**config.mk**
```make
export PLATFORM = sky130hd
export DESIGN_NAME = eqz_ctrl
export DESIGN_NICKNAME = d
export VERILOG_FILES = /design/src/rtl/eqz_ctrl.sv
export SDC_FILE = /design/constraint.sdc
export NUM_CORES = 1
export LEC_CHECK = 0
export CORE_MARGIN = 2
export CORE_UTILIZATION = 30
export CTS_CLUSTER_DIAMETER = 100
export DETAILED_ROUTE_END_ITERATION = 10
export PLACE_DENSITY_LB_ADDON = 0.2
export SLEW_MARGIN = 20
export SYNTH_ARGS = -nofsm -noshare
export SYNTH_HDL_FRONTEND = slang
export SYNTH_SLANG_ARGS = --single-unit
```
**constraint.sdc**
```tcl
create_clock -name clk -period 3.85 [get_ports clk]
set_input_delay 0.5775 -clock clk [delete_from_list [all_inputs] [get_ports clk]]
set_output_delay 0.5775 -clock clk [all_outputs]
set_load 0.05 [all_outputs]
```
**src/rtl/eqz_ctrl.sv**
```systemverilog
// eqz_ctrl: Moore controller for the repeated-addition multiplier.
// Optional flag-pair consistency check enabled by EQZ_PAIR_CHECK_EN.
module eqz_ctrl #(
  parameter int unsigned       CNT_W   = 16,
  parameter logic [CNT_W-1:0] TIMEOUT = CNT_W'(16'hFFFF)
) (
  input  logic             clk,
  input  logic             rst_n,
  input  logic             start,
  input  logic             eqz1,
  input  logic             neqz1,
  input  logic             eqz2,
  input  logic             neqz2,
  output logic             ldA,
  output logic             ldB,
  output logic             clrP,
  output logic             ldP,
  output logic             decB,
  output logic             busy,
  output logic             done,
  output logic             err,
  output logic [CNT_W-1:0] iter
);

  typedef enum logic [2:0] {
    S_IDLE,
    S_LOAD,
    S_CHECK,
    S_ADD,
    S_DONE,
    S_ERR
  } state_t;

  state_t         state;
  state_t         state_nx;
  logic [CNT_W:0] iter_inc;
  logic           pair_bad;
  logic           hit_limit;

  assign iter_inc  = {1'b0, iter} + (CNT_W+1)'(1);
  assign hit_limit = (iter_inc == {1'b0, TIMEOUT});

`ifdef EQZ_PAIR_CHECK_EN
  assign pair_bad = (eqz1 == neqz1) || (eqz2 == neqz2);
`else
  // The neqz flags carry no information when the pair is trusted.
  logic unused_neqz;
  assign unused_neqz = neqz1 ^ neqz2;
  assign pair_bad    = 1'b0;
`endif

  always_ff @(posedge clk or negedge rst_n) begin
    if (!rst_n) begin
      state <= S_IDLE;
    end else begin
      state <= state_nx;
    end
  end

  // iter saturates so a TIMEOUT at the top of the range cannot wrap.
  always_ff @(posedge clk or negedge rst_n) begin
    if (!rst_n) begin
      iter <= '0;
    end else if (state == S_LOAD) begin
      iter <= '0;
    end else if (state == S_ADD && iter != TIMEOUT) begin
      iter <= iter_inc[CNT_W-1:0];
    end
  end

  always_comb begin
    state_nx = state;
    unique case (state)
      S_IDLE:  if (start) state_nx = S_LOAD;
      S_LOAD:  state_nx = S_CHECK;
      S_CHECK: begin
        if (pair_bad)          state_nx = S_ERR;
        else if (eqz1 || eqz2) state_nx = S_DONE;
        else                   state_nx = S_ADD;
      end
      S_ADD:   state_nx = hit_limit ? S_ERR : S_CHECK;
      S_DONE:  state_nx = S_IDLE;
      S_ERR:   if (start) state_nx = S_LOAD;
      default: state_nx = S_IDLE;
    endcase
  end

  always_comb begin
    ldA  = 1'b0;
    ldB  = 1'b0;
    clrP = 1'b0;
    ldP  = 1'b0;
    decB = 1'b0;
    busy = 1'b0;
    done = 1'b0;
    err  = 1'b0;
    unique case (state)
      S_LOAD: begin
        ldA  = 1'b1;
        ldB  = 1'b1;
        clrP = 1'b1;
        busy = 1'b1;
      end
      S_CHECK: busy = 1'b1;
      S_ADD: begin
        ldP  = 1'b1;
        decB = 1'b1;
        busy = 1'b1;
      end
      S_DONE:  done = 1'b1;
      S_ERR:   err  = 1'b1;
      default: ;
    endcase
  end

endmodule

```
Word level (Yosys, flattened, before mapping):

Cells that the tools add are included.

* flip-flop bits (word level): 19
* bits in latches: 0
* RAM bits: 0
* ROM bits: 0
* output and inout port bits: 24
* logic and storage cells: 28
* memories: 0

* $add $sub $neg: 1
* multipliers: 0
* div/mod/pow operators: 0
* $lt $le $gt $ge: 0
* equal/unequal tests: 8
* shifts and indexed selects: 0
* mux-type cells: 11
* bitwise logic cells: 0
* reduce and logical (&&, ||, !) cells: 6

Operator list (count)
* 16-bit 2-to-1 mux: 2
* 16-bit by 1-bit adder with 17-bit output, second input constant: 1
* 17-bit by 16-bit == test with 1-bit output, second input constant: 1
* 16-bit inequality test, second input constant: 1
* 3-bit case mux with 4 select lines: 1
* 3-bit 2-to-1 mux: 3
* 3-bit by 2-bit == test with 1-bit output, second input constant: 2
* 3-bit == test, second input constant: 2
* 1-bit 2-to-1 mux: 5
* 3-bit by 1-bit == test with 1-bit output, second input constant: 1
* 3-bit logical NOT: 1
* 3-bit OR reduction: 1
* 2-bit by 1-bit inequality test with 1-bit output, second input constant: 1
* 2-bit nonzero test: 1
* 2-bit OR reduction: 1
* 1-bit logical AND: 1
* 1-bit logical OR: 1

Depth between registers and ports, before layout:

* depth after elaboration: 4
* depth in mapped cells: 8
* mapped depth without buffers: 7

Least setup slack after synthesis:

No wires, ideal clock.

* kind: flip-flop to flip-flop
* start: register iter[0]
* end: register iter[4]
* library setup time: 0.097 ns
* arrival time: 2.225 ns
* data required time: 3.753 ns
* slack: 1.528 ns
* stages on the path, launching flop included: 9
* clock period less this slack: 2.322 ns
* cell sequence: dfrtp_1 ha_1 nand3_2 nor4_4 nand3_2 o21ai_4 buf_6 o21ai_1 o31ai_1

* longest elaborated chain between the ends: 3

Ends and longest elaborated chain
* start: declaration: line 22 `output logic [CNT_W-1:0] iter`
* start signal: assignment: line 67 `iter <= iter_inc[CNT_W-1:0];`
* 16-bit by 1-bit adder with 17-bit output / 16-bit inequality test (equally long branches): line 40, 66
* 16-bit 2-to-1 mux / 1-bit logical AND (equally long branches): line 66 `end else if (state == S_ADD && iter != TIMEOUT) begin`
* 16-bit 2-to-1 mux / 2-bit nonzero test (equally long branches)

Parallel ways exist; a longest one is shown, timed or not. The select of a mux whose other input is x is not followed.
A chain may end at the register's enable or synchronous reset.

Worst setup path in the final report:

* start: register state[0]
* end: output ldP

* longest elaborated chain between the ends: 2

Ends and longest elaborated chain
* start: declaration: line 34 `state_t state;`
* start signal: assignment: line 56 `state <= state_nx;`
* 3-bit by 2-bit == test with 1-bit output: line 97 `unique case (state)`
* 1-bit 2-to-1 mux: line 97
* end: declaration: line 17 `output logic ldP,`

No other way between the ends.

==> impl_table.tex <==
\begin{tabular}{lr}
\hline
Metric & Value \\
\hline
\multicolumn{2}{l}{\textbf{Outcome}} \\
Outcome & complete, no violations \\
\multicolumn{2}{l}{\textbf{Routing}} \\
Vias after detailed routing & 1253 \\
Detail Route Antenna Nets & 0 \\
Ratio of routed vias to standard cells & 5.401 \\
Iteration-0 DRC Markers & 50 \\
Length of the first detailed-routing pass in iterations & 4 \\
Average detailed-routed wire length per instance & 14.38 microns \\
Final Routed Wirelength & 3.337 mm \\
Remaining DRCs & 0 \\
\multicolumn{2}{l}{\textbf{Critical path}} \\
Startpoint kind of the worst setup timing path & flip-flop \\
Largest fanout of any net on the critical path & 10 \\
Crit path required time & 3.27 ns \\
Worst flop-to-flop path startpoint & iter[0] \\
Critical path startpoint & state[0] \\
Type of the worst setup path & flip-flop to primary output \\
Crit end category & primary output \\
Arrival time of data at the critical path endpoint & 2.15 ns \\
\multicolumn{2}{l}{\textbf{Floorplan}} \\
Die span in x & 69.99 microns \\
Die boundary height & 69.99 microns \\
IO Pins & 31 \\
Initial core utilization & 0.3197 \\
Area of the core & 4086 sq um \\
Number of cell rows & 23 \\
DIE AREA & 4898 sq um \\
\multicolumn{2}{l}{\textbf{Place}} \\
GP Congestion & 0.8743 \\
DP HPWL & 2.366 mm \\
Setup WS pre-CTS & 1.405 ns \\
Number of input and output port buffers inserted & 28 \\
\multicolumn{2}{l}{\textbf{Yosys}} \\
Number of flip-flops and latches in the synthesized netlist & 19 \\
Most instantiated flip-flop cell in the synthesis netlist & dfrtp\_1 \\
Count of different cell masters after synthesis & 38 \\
Yosys warning total & 0 \\
Cell area after synthesis & 1306 sq um \\
Number of synthesized flops with an enable pin & 0 \\
Average footprint of a synthesized cell & 8.113 sq um \\
Sequential area share after synthesis & 0.3640 \\
Post-synthesis net count & 170 \\
Cell count after synthesis & 161 \\
Async set-reset flop share out of synthesis & 1.000 \\
\multicolumn{2}{l}{\textbf{Cells and area}} \\
Share of layout cells above drive strength 1 & 0.05495 \\
Area grow syn2layout & 24.81\% \\
Most used cells in the layout excluding fill and tap cells & 28 x clkdlybuf4s50\_1, 20 x nand2\_1, 19 x dfrtp\_1 \\
Most common cell after layout, fill and taps aside & clkdlybuf4s50\_1 \\
Fill cell instance count of the final layout & 428 \\
Nets & 192 \\
Count of inserted antenna diode cells & 0 \\
Post-layout util & 0.3990 \\
\multicolumn{2}{l}{\textbf{Pwr}} \\
Seq pwr share & 0.337 \\
Pint & 422.5 uW \\
Switching portion of total power & 0.4872 \\
Switching power of the nets & 401.4 uW \\
Largest voltage drop on the vdd net & 0.1602 mV \\
Leakage power & 0.0006187 uW \\
Combinational power share & 0.485 \\
Overall power of the completed layout & 823.9 uW \\
Relative contribution of the clock network to total power & 0.178 \\
Power per unit of standard cell area & 505.4 nW/um\^{}2 \\
\multicolumn{2}{l}{\textbf{STA}} \\
Fmax & 366.3 MHz \\
Period utilisation layout & 0.7092 \\
Max Clock Skew & 0.008520 ns \\
Slew at the pin closest to its max-slew limit & 0.8993 ns \\
Worst-case hold slack & 0.5576 ns \\
Relative slew slack & 0.3986 \\
Final sum of negative setup slack & 0 ns \\
RSZ-0062 raised after global routing & false \\
PnR worst setup slack & 1.120 ns \\
Number of pins with negative max-slew slack in the final report & 0 \\
Count of final hold-check violations & 0 \\
Final setup violation count & 0 \\
Shortest clock period the worst path allows after layout & 2.730 ns \\
\multicolumn{2}{l}{\textbf{Clock network}} \\
CTS clock-pin slew for the worst setup and hold paths & 0.08 ns \\
Count of instances resized after the clock tree is built & 0 \\
Number of buffers inserted for hold repair after clock tree synthesis & 0 \\
Clk buf depth & 2 \\
Number of buffers inserted to repair setup after CTS & 0 \\
H-tree levels & 1 \\
CTS tree & built \\
Clock Tree Root & clkbuf\_8 \\
Clock latency at the later pin of the worst-skew pair & 0.26 ns \\
Number of sinks handled by clock tree synthesis & 19 \\
Total CTS buffers & 3 \\
\multicolumn{2}{l}{\textbf{Global route}} \\
Overall overflow remaining after global route & 0 \\
Antenna violations before repair & 0 \\
GRT Resource Usage Total & 0.1424 \\
Number of global-route vias before repair & 1185 \\
Wire length of the first global-routing pass & 5.761 mm \\
Pin count of the biggest net entering global routing & 20 \\
\multicolumn{2}{l}{\textbf{Worst hold path}} \\
Worst hold path class & flip-flop to flip-flop \\
Launch instance of the worst min-delay path & state[2] \\
\multicolumn{2}{l}{\textbf{Job}} \\
Number of violations of the max-capacitance limit & 0 \\
\hline
\end{tabular}
==> worst paths after layout <==
| check | endpoint | slack, ns | cells past startpoint |
|---|---|---|---|
| max in group asynchronous | iter[5] | 2.48 | 1 |
| worst max-delay path | ldP | 1.12 | 4 |
| worst min-delay path | state[1] | 0.56 | 1 |
| worst max register to register | iter[14] | 1.50 | 7 |
| worst min register to register | state[1] | 0.56 | 1 |
| min in group asynchronous | state[1] | 0.82 | 1 |
==> power groups by stage <==
stage,combinational (uW),sequential (uW),clock (uW)
after floorplan,298,287,0
after global placement,399,279,0
after detailed placement,402,281,0
after CTS,403,277,148
after global routing,429,285,160
final,400,278,147
==> cells by family (layout without fill, tap and decap cells) <==
| family | Yosys count | count (layout) | share of synthesized area |
|---|---|---|---|
| mux | 2 | 2 | 0.01533 |
| buf+inv | 17 | 38 | 0.06705 |
| flops | 19 | 19 | 0.3640 |
| compound gates | 37 | 37 | 0.1772 |
| simple gates | 78 | 78 | 0.3171 |
| xor+xnor | 6 | 6 | 0.04023 |
| fa+ha+maj | 2 | 2 | 0.01915 |
==> sequential cells by signal (all words and copies together) (netlist names) <==
| signal | count |
|---|---|
| iter | 16 |
| state | 3 |
==> per-stage QoR <==
step                std cells  instance area [sq um]
global placement          228                   1584
CTS                       232                   1630
global route              232                   1630
finish                    232                   1630
floorplan                 161                   1306
detailed placement        228                   1584
==> Yosys cell counts (3+ instances only) <==
| library cell | n | share of area |
|---|---|---|
| a21oi_1 | 3 | 0.011 |
| buf_2 | 4 | 0.015 |
| buf_4 | 3 | 0.017 |
| clkbuf_1 | 3 | 0.0086 |
| dfrtp_1 | 19 | 0.36 |
| inv_1 | 6 | 0.017 |
| nand2_1 | 20 | 0.057 |
| nand3_1 | 9 | 0.034 |
| nand3_2 | 3 | 0.023 |
| nand4_1 | 6 | 0.029 |
| nor2_1 | 17 | 0.049 |
| nor2b_1 | 3 | 0.014 |
| nor3_1 | 4 | 0.015 |
| nor4_1 | 4 | 0.019 |
| o21ai_0 | 5 | 0.019 |
| o21ai_1 | 14 | 0.054 |
| o31ai_1 | 7 | 0.040 |
| or3_1 | 3 | 0.014 |
| xnor2_1 | 4 | 0.027 |
==> routing by layer <==
layer | share of wire | global-route usage | vias to the layer above
met2 | 0.46 | 0.2243 | 38
met4 | 0.0093 | 0.03846 | 0
met5 | 0 | 0 | -
li1 | - | - | 618
met1 | 0.48 | 0.2000 | 593
met3 | 0.050 | 0.02597 | 4
==> area by class of cell <==
class / count / area, sq um / area share
tap: 50 / 62.56 / 0.03837
inverter: 6 / 22.52 / 0.01381
clock buffer: 3 / 41.29 / 0.02533
clock inverter: 1 / 5.005 / 0.003070
multi-input combinational: 125 / 743.2 / 0.4559
sequential: 19 / 475.5 / 0.2916
timing repair buffer: 28 / 280.3 / 0.1719
==> critical path, stage by stage, from the launching register on <==
cell and delay, ns:
dfrtp_1 0.50, and2b_1 0.23, nand2_1 0.17, inv_1 0.16
clkdlybuf4s50_1 0.82
No activity file was read; power rests on OpenSTA's default activity.
